`src/rtl/player_link_pkg.sv`:
```
// Shared frame definitions for the inter-board player link (rx and tx sides).
// Holds the header byte, the byte positions and the decoded player/boss state.
package player_link_pkg;

    localparam logic [7:0] HEADER      = 8'hA5;
    localparam int         PKT_LEN     = 11;
    localparam int         PAYLOAD_LEN = 9;
    localparam logic [3:0] IDX_FIRST   = 4'd1;
    localparam logic [3:0] IDX_LAST    = 4'd9;
    localparam logic [3:0] IDX_CSUM    = 4'd10;

    typedef enum logic [1:0] {
        ST_IDLE,
        ST_PAYLOAD,
        ST_CHECK
    } rx_state_t;

    typedef struct packed {
        logic [11:0] x;
        logic [11:0] y;
        logic [3:0]  hp;
        logic [3:0]  aggro;
        logic        flip_h;
        logic [1:0]  char_class;
        logic [11:0] boss_x;
        logic [11:0] boss_y;
        logic [6:0]  boss_hp;
    } player_state_t;

    // Payload bytes B1..B9, indexed by their position in the frame.
    typedef logic [PAYLOAD_LEN:1][7:0] payload_t;

    // Reserved bits (B5[4:0], B9[7]) are dropped here.
    function automatic player_state_t unpack_payload(input payload_t b);
        player_state_t s;
        s.x          = {b[1], b[2][7:4]};
        s.y          = {b[2][3:0], b[3]};
        s.hp         = b[4][7:4];
        s.aggro      = b[4][3:0];
        s.flip_h     = b[5][7];
        s.char_class = b[5][6:5];
        s.boss_x     = {b[6], b[7][7:4]};
        s.boss_y     = {b[7][3:0], b[8]};
        s.boss_hp    = b[9][6:0];
        return s;
    endfunction

endpackage

```
`src/rtl/link_watchdog.sv`:
```
// Saturating cycle counter with synchronous clear; flags expiry once LIMIT is reached.
module link_watchdog #(
    parameter int unsigned LIMIT = 65_000
) (
    input  logic clk,
    input  logic rst,
    input  logic en,
    input  logic clear,
    output logic expired
);
    localparam int W = $clog2(LIMIT + 1);

    logic [W-1:0] count_reg;

    always_ff @(posedge clk) begin
        if (rst || clear) begin
            count_reg <= '0;
        end else if (en && (count_reg != W'(LIMIT))) begin
            count_reg <= count_reg + 1'b1;
        end
    end

    assign expired = (count_reg == W'(LIMIT));

endmodule

```
`src/rtl/player_link_rx.sv`:
```
// Frame deserialiser for the remote player/boss state with XOR check and link watchdog.
// Optional PLAYER_LINK_RX_ERRCNT_EN enables the saturating dropped-frame counter.
module player_link_rx
    import player_link_pkg::*;
#(
    parameter int unsigned BYTE_GAP_MAX = 65_000,
    parameter int unsigned LINK_TIMEOUT = 6_500_000
) (
    input  logic        clk,
    input  logic        rst,
    input  logic [7:0]  rx_data,
    input  logic        rx_valid,
    output logic [11:0] player_2_x,
    output logic [11:0] player_2_y,
    output logic [3:0]  player_2_hp,
    output logic [3:0]  player_2_aggro,
    output logic        player_2_flip_h,
    output logic [1:0]  player_2_class,
    output logic [11:0] boss_out_x,
    output logic [11:0] boss_out_y,
    output logic [6:0]  boss_out_hp,
    output logic        player_2_data_valid,
    output logic        pkt_strobe,
    output logic [7:0]  err_count
);
    rx_state_t     state_reg, state_next;
    logic [3:0]    idx_reg;
    logic [7:0]    xor_reg;
    logic [7:0]    shadow_reg [1:PAYLOAD_LEN];
    payload_t      shadow_flat;
    player_state_t data_reg;
    logic          valid_reg;
    logic          strobe_reg;

    logic start, load, frame_ok;
    logic gap_expired, link_expired;

    link_watchdog #(.LIMIT(BYTE_GAP_MAX)) u_gap (
        .clk     (clk),
        .rst     (rst),
        .en      (state_reg != ST_IDLE),
        .clear   (rx_valid || (state_reg == ST_IDLE)),
        .expired (gap_expired)
    );

    link_watchdog #(.LIMIT(LINK_TIMEOUT)) u_link (
        .clk     (clk),
        .rst     (rst),
        .en      (1'b1),
        .clear   (frame_ok),
        .expired (link_expired)
    );

    // A received byte always takes priority over a gap expiry in the same cycle.
    always_comb begin
        state_next = state_reg;
        start      = 1'b0;
        load       = 1'b0;
        frame_ok   = 1'b0;
        case (state_reg)
            ST_IDLE: begin
                if (rx_valid && (rx_data == HEADER)) begin
                    start      = 1'b1;
                    state_next = ST_PAYLOAD;
                end
            end
            ST_PAYLOAD: begin
                if (rx_valid) begin
                    load = 1'b1;
                    if (idx_reg == IDX_LAST) begin
                        state_next = ST_CHECK;
                    end
                end else if (gap_expired) begin
                    state_next = ST_IDLE;
                end
            end
            ST_CHECK: begin
                if (rx_valid) begin
                    frame_ok   = (rx_data == xor_reg);
                    state_next = ST_IDLE;
                end else if (gap_expired) begin
                    state_next = ST_IDLE;
                end
            end
            default: state_next = ST_IDLE;
        endcase
    end

    always_ff @(posedge clk) begin
        if (rst) begin
            state_reg <= ST_IDLE;
            idx_reg   <= '0;
            xor_reg   <= '0;
        end else begin
            state_reg <= state_next;
            if (start) begin
                idx_reg <= IDX_FIRST;
                xor_reg <= '0;
            end else if (load) begin
                idx_reg <= idx_reg + 1'b1;
                xor_reg <= xor_reg ^ rx_data;
            end
        end
    end

    generate
        for (genvar gi = 1; gi <= PAYLOAD_LEN; gi++) begin : g_shadow
            always_ff @(posedge clk) begin
                if (rst) begin
                    shadow_reg[gi] <= '0;
                end else if (load && (idx_reg == 4'(gi))) begin
                    shadow_reg[gi] <= rx_data;
                end
            end
            assign shadow_flat[gi] = shadow_reg[gi];
        end
    endgenerate

    // Outputs change only on a verified frame; a good frame beats link expiry.
    always_ff @(posedge clk) begin
        if (rst) begin
            data_reg   <= '0;
            valid_reg  <= 1'b0;
            strobe_reg <= 1'b0;
        end else begin
            strobe_reg <= frame_ok;
            if (frame_ok) begin
                data_reg  <= unpack_payload(shadow_flat);
                valid_reg <= 1'b1;
            end else if (link_expired) begin
                valid_reg <= 1'b0;
            end
        end
    end

`ifdef PLAYER_LINK_RX_ERRCNT_EN
    logic [7:0] err_reg;
    logic       drop;

    assign drop = ((state_reg == ST_CHECK) && rx_valid && (rx_data != xor_reg)) ||
                  ((state_reg != ST_IDLE) && !rx_valid && gap_expired);

    always_ff @(posedge clk) begin
        if (rst) begin
            err_reg <= '0;
        end else if (drop && (err_reg != 8'hFF)) begin
            err_reg <= err_reg + 1'b1;
        end
    end

    assign err_count = err_reg;
`else
    assign err_count = 8'h00;
`endif

    assign player_2_x          = data_reg.x;
    assign player_2_y          = data_reg.y;
    assign player_2_hp         = data_reg.hp;
    assign player_2_aggro      = data_reg.aggro;
    assign player_2_flip_h     = data_reg.flip_h;
    assign player_2_class      = data_reg.char_class;
    assign boss_out_x          = data_reg.boss_x;
    assign boss_out_y          = data_reg.boss_y;
    assign boss_out_hp         = data_reg.boss_hp;
    assign player_2_data_valid = valid_reg;
    assign pkt_strobe          = strobe_reg;

endmodule

```
`config.mk`:
```
export PLATFORM = sky130hd
export DESIGN_NAME = player_link_rx
export DESIGN_NICKNAME = d
export VERILOG_FILES = /design/src/rtl/player_link_pkg.sv /design/src/rtl/link_watchdog.sv /design/src/rtl/player_link_rx.sv
export SDC_FILE = /design/constraint.sdc
export NUM_CORES = 1
export LEC_CHECK = 0
export ABC_CLOCK_PERIOD_IN_PS = 3400
export CORE_MARGIN = 1.5
export CORE_UTILIZATION = 33
export DETAILED_ROUTE_END_ITERATION = 16
export GPL_TIMING_DRIVEN = 0
export PLACE_DENSITY = 0.47
export SETUP_SLACK_MARGIN = 0.02
export SLEW_MARGIN = 20
export SYNTH_ARGS = -nofsm -noshare
export SYNTH_HDL_FRONTEND = slang
export SYNTH_HIERARCHICAL = 1
export SYNTH_SLANG_ARGS = --single-unit
```
`constraint.sdc`:
```
create_clock -name clk -period 3.4 [get_ports clk]
set_clock_uncertainty 0.15 [all_clocks]
set_input_delay 0.68 -clock clk [delete_from_list [all_inputs] [get_ports clk]]
set_output_delay 0.68 -clock clk [all_outputs]
set_load 0.01 [all_outputs]
```
* Word level (Yosys, flattened, before mapping)
Memories as Yosys holds them, arrays and structs flattened. A register that Yosys moved wholly into a read port is not among the register bits. Cells that the tools add are included. W data, S select, Z words.
Word-level totals: output and inout bits 76, register bits after elaboration 55, memories kept 1, bits of input ports 11, word-level logic and storage cells 115, memory bits (writable) 72
Memory list:
- shadow_reg | depth 9, width 8, read ports 9, clocked after memory_dff 9, wr ports 9, line player_link_rx.sv:29 | logic [7:0] shadow_reg [1:PAYLOAD_LEN];
Cells by class: equal/unequal tests 19, reduce and logical (&&, ||, !) cells 20, mux-type cells 54, bitwise gates (word level) 10, add/sub/neg operators 3
Operators with widths (number):
- $mux W8 | 9
- $mux W1 | 39
- $add A23 B1 Y23 const B | 1
- $eq A23 B23 Y1 const B | 1
- $ne A23 B23 Y1 const B | 1
- $add A16 B1 Y16 const B | 1
- $eq A16 B16 Y1 const B | 1
- $eq A4 B3 Y1 const B | 4
- $ne A16 B16 Y1 const B | 1
- $logic_and A1 B1 Y1 | 11
- $mux W2 | 5
- $or A1 B1 Y1 | 9
- $eq A4 B2 Y1 const B | 2
- $eq A4 B4 Y1 const B | 2
- $eq A8 B8 Y1 | 1
- $eq A8 B8 Y1 const B | 1
- $xor A8 B8 Y8 | 1
- $pmux W2 S3 | 1
- $reduce_bool A2 Y1 | 3
- $add A4 B1 Y4 const B | 1
- $eq A4 B1 Y1 const B | 1
- $logic_or A1 B1 Y1 | 3
- $ne A3 B3 Y1 const B | 1
- $eq A2 B1 Y1 const B | 1
- other kinds (5) | 5

* Depth between registers and ports, before layout
Gate-level depths: netlist (run 1).
word-level depth 7, mapped depth 11

* Modules after synthesis
The synthesis (run 1) kept the hierarchy.
By module, submodules not included:
- player_link_rx | cells each 561, instances 1, area an instance 6374.9 um2
- link_watchdog at u_link | cells each 138, instances 1, area an instance 1213.7 um2
- link_watchdog at u_gap | cells each 91, instances 1, area an instance 770.7 um2

* Worst setup path after synthesis (run 1)
OpenSTA, ideal clock, no wires.
path type in2reg, from input rx_data[4], to register u_link.count_reg[2], slack 0.446 ns, arrival 2.744 ns, cell stages on the path 11, required time 3.190 ns, cells stage by stage clkbuf_1 -> xor2_1 -> nor3_1 -> nand4_1 -> buf_2 -> buf_2 -> inv_1 -> or2_2 -> buf_6 -> or4_2 -> nand2_1
Between the ends: word-level cells in the longest chain between the ends 4
Ends and longest elaborated chain:
- start: declaration | line player_link_rx.sv:11 | input logic [7:0] rx_data,
- $eq A8 B8 Y1 | line player_link_rx.sv:79 | frame_ok = (rx_data == xor_reg);
- $mux W1 | line player_link_rx.sv:78 | if (rx_valid) begin
- $mux W1 | line player_link_rx.sv:60 | case (state_reg)
- via frame_ok | line player_link_rx.sv:35 | logic start, load, frame_ok;
- $logic_or A1 B1 Y1 | line link_watchdog.sv:16 | if (rst || clear) begin
- end signal: assignment | line link_watchdog.sv:19 | count_reg <= count_reg + 1'b1;
- end: declaration | line link_watchdog.sv:13 | logic [W-1:0] count_reg;
The timed path passes the listed nets, and every way through them passes these cells. A chain may end at the register's enable or synchronous reset.

* Worst setup path after layout (run 1)
Ends and elaborated chain as after synthesis.

==> results.json, run 1 <==
{
  "largest_register_ffs": 66,
  "p_leak_nw": 3.96,
  "die_w_um": 162,
  "cts_buffers": 17,
  "dpl.hpwl_um": 14000,
  "grt.total_usage": 0.160,
  "path_max_fanout": 10,
  "die_y_um": 162,
  "synthCells": 790,
  "dieArea_um2": 26300,
  "internal-power_mw": 3.39,
  "crit_arrival_ns": 3.47,
  "synth_top_area_share": 0.290,
  "whs_path_depth": 2,
  "cts-htree-levels": 4,
  "antenna_found_initial": 0,
  "wirelength_um": 20000,
  "slew_viol_final": 0,
  "io_buffers": 76,
  "crit_required_ns": 3.62,
  "min_path_type": "flop to flop",
  "first_pass_iters": 4,
  "cts.sinks": 187,
  "powerDensity_nw_per_um2": 444,
  "synth_top_cell_by_area": "dfxtp_1",
  "grt_max_degree": 20,
  "synth_area_um2": 8360,
  "pwr-share-clk": 0.439,
  "synth_flop_cell": "dfxtp_1",
  "peakVddDrop_mv": 0.315,
  "drt_iter0_drc": 336,
  "post_synth.cell_area_avg_um2": 10.6,
  "rows": 58,
  "min_period_over_period": 0.955,
  "nets": 911,
  "fmax_mhz": 308,
  "period_needed_ns": 3.25,
  "fin_util": 0.406,
  "crit_type": "primary input to flop",
  "diodes": 0,
  "root_buffer": "clkbuf_16",
  "seq_area_frac_synth": 0.527,
  "ys_seq_elements": 187,
  "initial_utilization": 0.334,
  "p_sw_frac": 0.248,
  "coreArea_um2": 25000,
  "yosysUniqueCellTypes": 54,
  "cts_hold_buf": 0,
  "synth.top_cells.by_area": "dfxtp_1 (29%), edfxtp_1 (24%), nand2b_1 (10%), mux2i_1 (8.1%), and2_1 (4.0%)",
  "clkLatencyLatePin_ns": 0.43,
  "finalInstanceArea_um2": 10200,
  "grt_pass1_vias": 5562,
  "p_seq_frac": 0.521,
  "yosysWarnings": 6,
  "yosys-top-cells-count": "nand2b_1 (136), dfxtp_1 (121), mux2i_1 (68), edfxtp_1 (66), and2_1 (54)",
  "routedWlPerCell_um": 16.2,
  "drc": 0,
  "vias_per_cell": 4.55,
  "finalHoldViolCount": 0,
  "rsz0062_at_grt": "false",
  "cts_tree": "yes",
  "timing.hold.ws_ns": 0.325,
  "comb_power_share": 0.040,
  "cp-start-kind": "primary input",
  "vias": 5624,
  "drive_gt1_frac": 0.0950,
  "worstMarginPinSlew_ns": 0.793,
  "clkTransAtPathRegs_ns": 0.08,
  "status": "finished, final reports clean",
  "rr_worst_depth": 10,
  "p_switching_mw": 1.12,
  "gp_congestion": 0.766,
  "endpoint_kind": "flop",
  "fillers": 2490,
  "slew_headroom": 0.471,
  "yosysMostFrequentCell": "nand2b_1",
  "async_flop_share": 0,
  "place_inst": 1203,
  "preCtsSetupSlack_ns": -0.925,
  "worst_slack_ns": 0.153,
  "syn2layout_area_growth_pct": 21.7,
  "post_dp_cell_area_um2": 9560,
  "grt_first_pass_wirelength_um": 31600,
  "synth_edf_count": 66,
  "io_pins": 87,
  "setup-violations-final": 0,
  "overflow": 0,
  "cap_violations": 0,
  "stdcell_count": 1235,
  "clock_path_buffers": 2,
  "ant_nets": 0
}
power by group through the flow:
| stage | combinational [mW] | clock, mW | sequential [mW] |
|---|---|---|---|
| 3_5_place_dp | 0.184 | 0 | 2.40 |
| 3_3_place_gp | 0.185 | 0 | 2.40 |
| 2_1_floorplan | 0.115 | 0 | 2.40 |
| 5_1_grt | 0.200 | 2.14 | 2.35 |
| 4_1_cts | 0.187 | 2.04 | 2.35 |
| 6_report | 0.181 | 1.98 | 2.35 |
final timing paths:
path | startpoint | to | slack (ns)
max | rx_data[4] | u_link/count_reg[2] | 0.15
max reg2reg | xor_reg[6] | u_link/count_reg[2] | 0.79
min | player_2_y[1] | player_2_y[1] | 0.33
min reg2reg | player_2_y[1] | player_2_y[1] | 0.33
metrics by stage:
stage,setup TNS (ns),power [mW]
final,0,4.51
after global placement,-33.94,2.59
after detailed placement,-33.79,2.59
after CTS,0,4.57
after floorplan,0,2.51
after global routing,0,4.69
layout by cell type (no fill, tap or decap), types with 20 or more instances in the layout:
master,instances
edfxtp_1,66
nand2_1,32
nand2b_1,136
clkdlybuf4s50_1,76
mux2i_1,68
and2_1,54
nor2_1,53
xor2_1,26
clkbuf_1,20
dfxtp_1,121
critical path, cell delays in order:
cell,delay (ns)
clkdlybuf4s50_1,0.49
clkbuf_4,0.26
xor2_1,0.17
nor3_1,0.07
nand4_1,0.08
buf_2,0.24
buf_6,0.22
inv_1,0.10
or2_2,0.32
buf_6,0.15
or4_2,0.60
nand2_1,0.08
per-layer routing:
metal | global-route usage | up-vias | share of wire
met4 | 0.0459 | 0 | 0.015
met3 | 0.0340 | 13 | 0.028
li1 | - | 2873 | -
met2 | 0.258 | 77 | 0.47
met1 | 0.217 | 2661 | 0.48
met5 | 0 | - | 0
cells by family (layout without fill, tap and decap cells):
family                     count (synthesis)  in the layout  share of synthesized area
xor gates and xnor gates                  38             38                     0.0398
muxes                                     68             68                     0.0814
other                                      2              9                   0.000898
buffers and inverters                     65            173                     0.0404
DFF                                      187            187                      0.527
adders and majority gates                  8              8                     0.0120
AOI/OAI and AO/OA                         48             48                     0.0380
and+or+nand+nor                          374            374                      0.261
layout make-up:
cell class	instances	area, um^2	area share
sequential	187	4400	0.433
multi-input combinational	545	3650	0.359
timing repair buffer	76	761	0.0748
clock buffer	17	425	0.0418
tap	330	413	0.0406
buffer	49	298	0.0293
clock inverter	15	159	0.0156
inverter	16	60.1	0.00590
timing repair:
action,in CTS,in global routing
endpoints found under the hold margin,0,0
resized for setup,10,3
setup endpoints to repair,45,17
setup buffers,0,0
pin swaps,0,0
(Power assumes the default switching activity.)
==> run 2, diff against run 1 <==
CORE_UTILIZATION = 40   (was 33)
PLACE_DENSITY = 0.56   (was 0.47)
==> run 2 against run 1 <==
Die area down 17%. Global-route usage up 2.0 points. Sequential power about the same. Critical path depth down 7. Combinational power about the same. Total power up 5.4%. Non-clock buffer count down 1. First-iteration DRC count down 2.7%. Register-to-register slack better by 0.05 ns. Clock-buffer cell count up 1. Utilization up 9.3 points. Critical endpoint is now shadow_reg[0][44]. Highest routed layer unchanged.
==> results.json, run 2 (synthesis results as in run 1) <==
{
  "syn2layout_area_growth_pct": 21.6,
  "cts_tree": "yes",
  "grt.total_usage": 0.180,
  "vias_per_cell": 5.00,
  "peakVddDrop_mv": 0.352,
  "hold-path-endpoint": "boss_out_hp[1]",
  "grt_max_degree": 20,
  "gp_congestion": 0.865,
  "rows": 52,
  "drc": 0,
  "final_common_cell": "nand2b_1",
  "crit_required_ns": 3.32,
  "p_sw_frac": 0.226,
  "min_path_type": "flop to flop",
  "ff_latch_area_um2": 4400,
  "cap_violations": 0,
  "crit_arrival_ns": 3.14,
  "p_seq_frac": 0.494,
  "clock_path_buffers": 2,
  "grt_pass1_vias": 5894,
  "fmax_mhz": 310,
  "worstReg2RegEnd": "u_link/count_reg[2]",
  "crit_slowest_cell": "clkdlybuf4s50_1",
  "initial_utilization": 0.410,
  "slew_viol_final": 0,
  "drt_iter0_drc": 327,
  "diodes": 0,
  "postCtsSetupBuffers": 0,
  "whs_path_depth": 2,
  "pwr-share-clk": 0.469,
  "r2r_slack_ns": 0.84,
  "path_max_fanout": 14,
  "largest_register_ffs": 66,
  "cts.sinks": 187,
  "slowest_delay_ns": 0.83,
  "internal-power_mw": 3.68,
  "slew_headroom": 0.586,
  "first_pass_iters": 5,
  "worstMarginPinSlew_ns": 0.619,
  "p_leak_nw": 3.99,
  "finalHoldViolCount": 0,
  "p_switching_mw": 1.08,
  "overflow": 0,
  "io_pins": 87,
  "coreArea_um2": 20400,
  "crit_top_cell": "clkbuf_1",
  "fillers": 1852,
  "vias": 5875,
  "nets": 910,
  "cts_hold_buf": 0,
  "final_cell_mix": "nand2b_1 (136), dfxtp_1 (121), clkdlybuf4s50_1 (76)",
  "dieArea_um2": 21800,
  "rr_worst_depth": 9,
  "min_from": "boss_out_hp[1]",
  "path_cells": "clkdlybuf4s50_1, clkbuf_1, clkbuf_1, clkbuf_1, o21bai_2",
  "comb_power_share": 0.037,
  "die_w_um": 148,
  "io_buffers": 76,
  "grt_first_pass_wirelength_um": 30700,
  "clkTransAtPathRegs_ns": 0.07,
  "place_inst": 1143,
  "wirelength_um": 19000,
  "min_period_over_period": 0.948,
  "setup-violations-final": 0,
  "endpoint_kind": "flop",
  "status": "finished, final reports clean",
  "ant_nets": 0,
  "clkLatencyLatePin_ns": 0.43,
  "die_y_um": 148,
  "cts_buffers": 17,
  "crit_type": "primary input to flop",
  "cts-htree-levels": 4,
  "cp-start-kind": "primary input",
  "drive_gt1_frac": 0.0918,
  "stdcell_count": 1174,
  "multi_input_area_um2": 3650,
  "dpl.hpwl_um": 13600,
  "routedWlPerCell_um": 16.2,
  "powerDensity_nw_per_um2": 468,
  "rsz0062_at_grt": "false",
  "antenna_found_initial": 0,
  "period_needed_ns": 3.22,
  "root_buffer": "clkbuf_16",
  "fin_util": 0.499,
  "rr_startpoint": "xor_reg[2]"
}
==> run 2: worst max-delay path by stage <==
| stage | cells after the start | end | from |
|---|---|---|---|
| after floorplan | 11 | u_link/count_reg[2] | rx_data[4] |
| after global placement | 12 | u_link/count_reg[2] | rx_data[0] |
| after detailed placement | 12 | u_link/count_reg[2] | rx_data[0] |
| after CTS | 5 | shadow_reg[0][24] | rst |
| after global routing | 5 | shadow_reg[0][5] | rst |
| final | 5 | shadow_reg[0][44] | rst |
==> run 2: power by group through the flow <==
stage	clock network, mW	logic (mW)	registers (mW)
after detailed placement	0	0.176	2.40
after global placement	0	0.174	2.40
after global routing	2.36	0.194	2.35
after floorplan	0	0.115	2.40
final	2.23	0.178	2.35
after CTS	2.26	0.179	2.35
==> run 2: what timing repair did <==
action | CTS | global route
resized for setup | 9 | 2
hold endpoints to repair | 0 | 0
pin swaps | 0 | 0
endpoints found under the setup margin | 21 | 9
==> run 2: metrics by stage <==
stage | worst slack, ns | area (um^2) | hold slack, ns | power, mW | TNS [ns]
CTS | 0.0223 | 10200 | 0.328 | 4.79 | 0
global placement | -0.765 | 9480 | 0.310 | 2.58 | -19.88
finish | 0.177 | 10200 | 0.324 | 4.76 | 0
floorplan | 0.446 | 8390 | 0.288 | 2.51 | 0
global route | 0.0360 | 10200 | 0.345 | 4.91 | 0
detailed placement | -0.831 | 9480 | 0.316 | 2.58 | -23.45
==> run 2: layout make-up <==
| type | instances | share of cell area |
|---|---|---|
| Sequential cell | 187 | 0.433 |
| Multi-Input combinational cell | 545 | 0.360 |
| Timing Repair Buffer | 76 | 0.0749 |
| Clock buffer | 18 | 0.0422 |
| Tap cell | 270 | 0.0332 |
| Buffer | 48 | 0.0282 |
| Clock inverter | 14 | 0.0224 |
| Inverter | 16 | 0.00591 |
==> run 2: layer usage <==
layer | share of wire | global-route usage | up-vias | wire length (um)
met5 | 0 | 0 | - | 0
met4 | 0.016 | 0.0600 | 0 | 306
met3 | 0.039 | 0.0327 | 19 | 731
met2 | 0.49 | 0.304 | 137 | 9350
met1 | 0.45 | 0.234 | 2851 | 8600
li1 | - | - | 2868 | -
==> run 2: worst max-delay path, delay by kind of cell <==
family,cells,cell delay [ns]
compound gates,1,0.37
buf+inv,4,2.08
==> run 3, diff against run 2 <==
CTS_CLUSTER_SIZE = 24   (was not set)
==> results of run 3 <==
Final layout, timing and power as in run 2 (identical DEF).
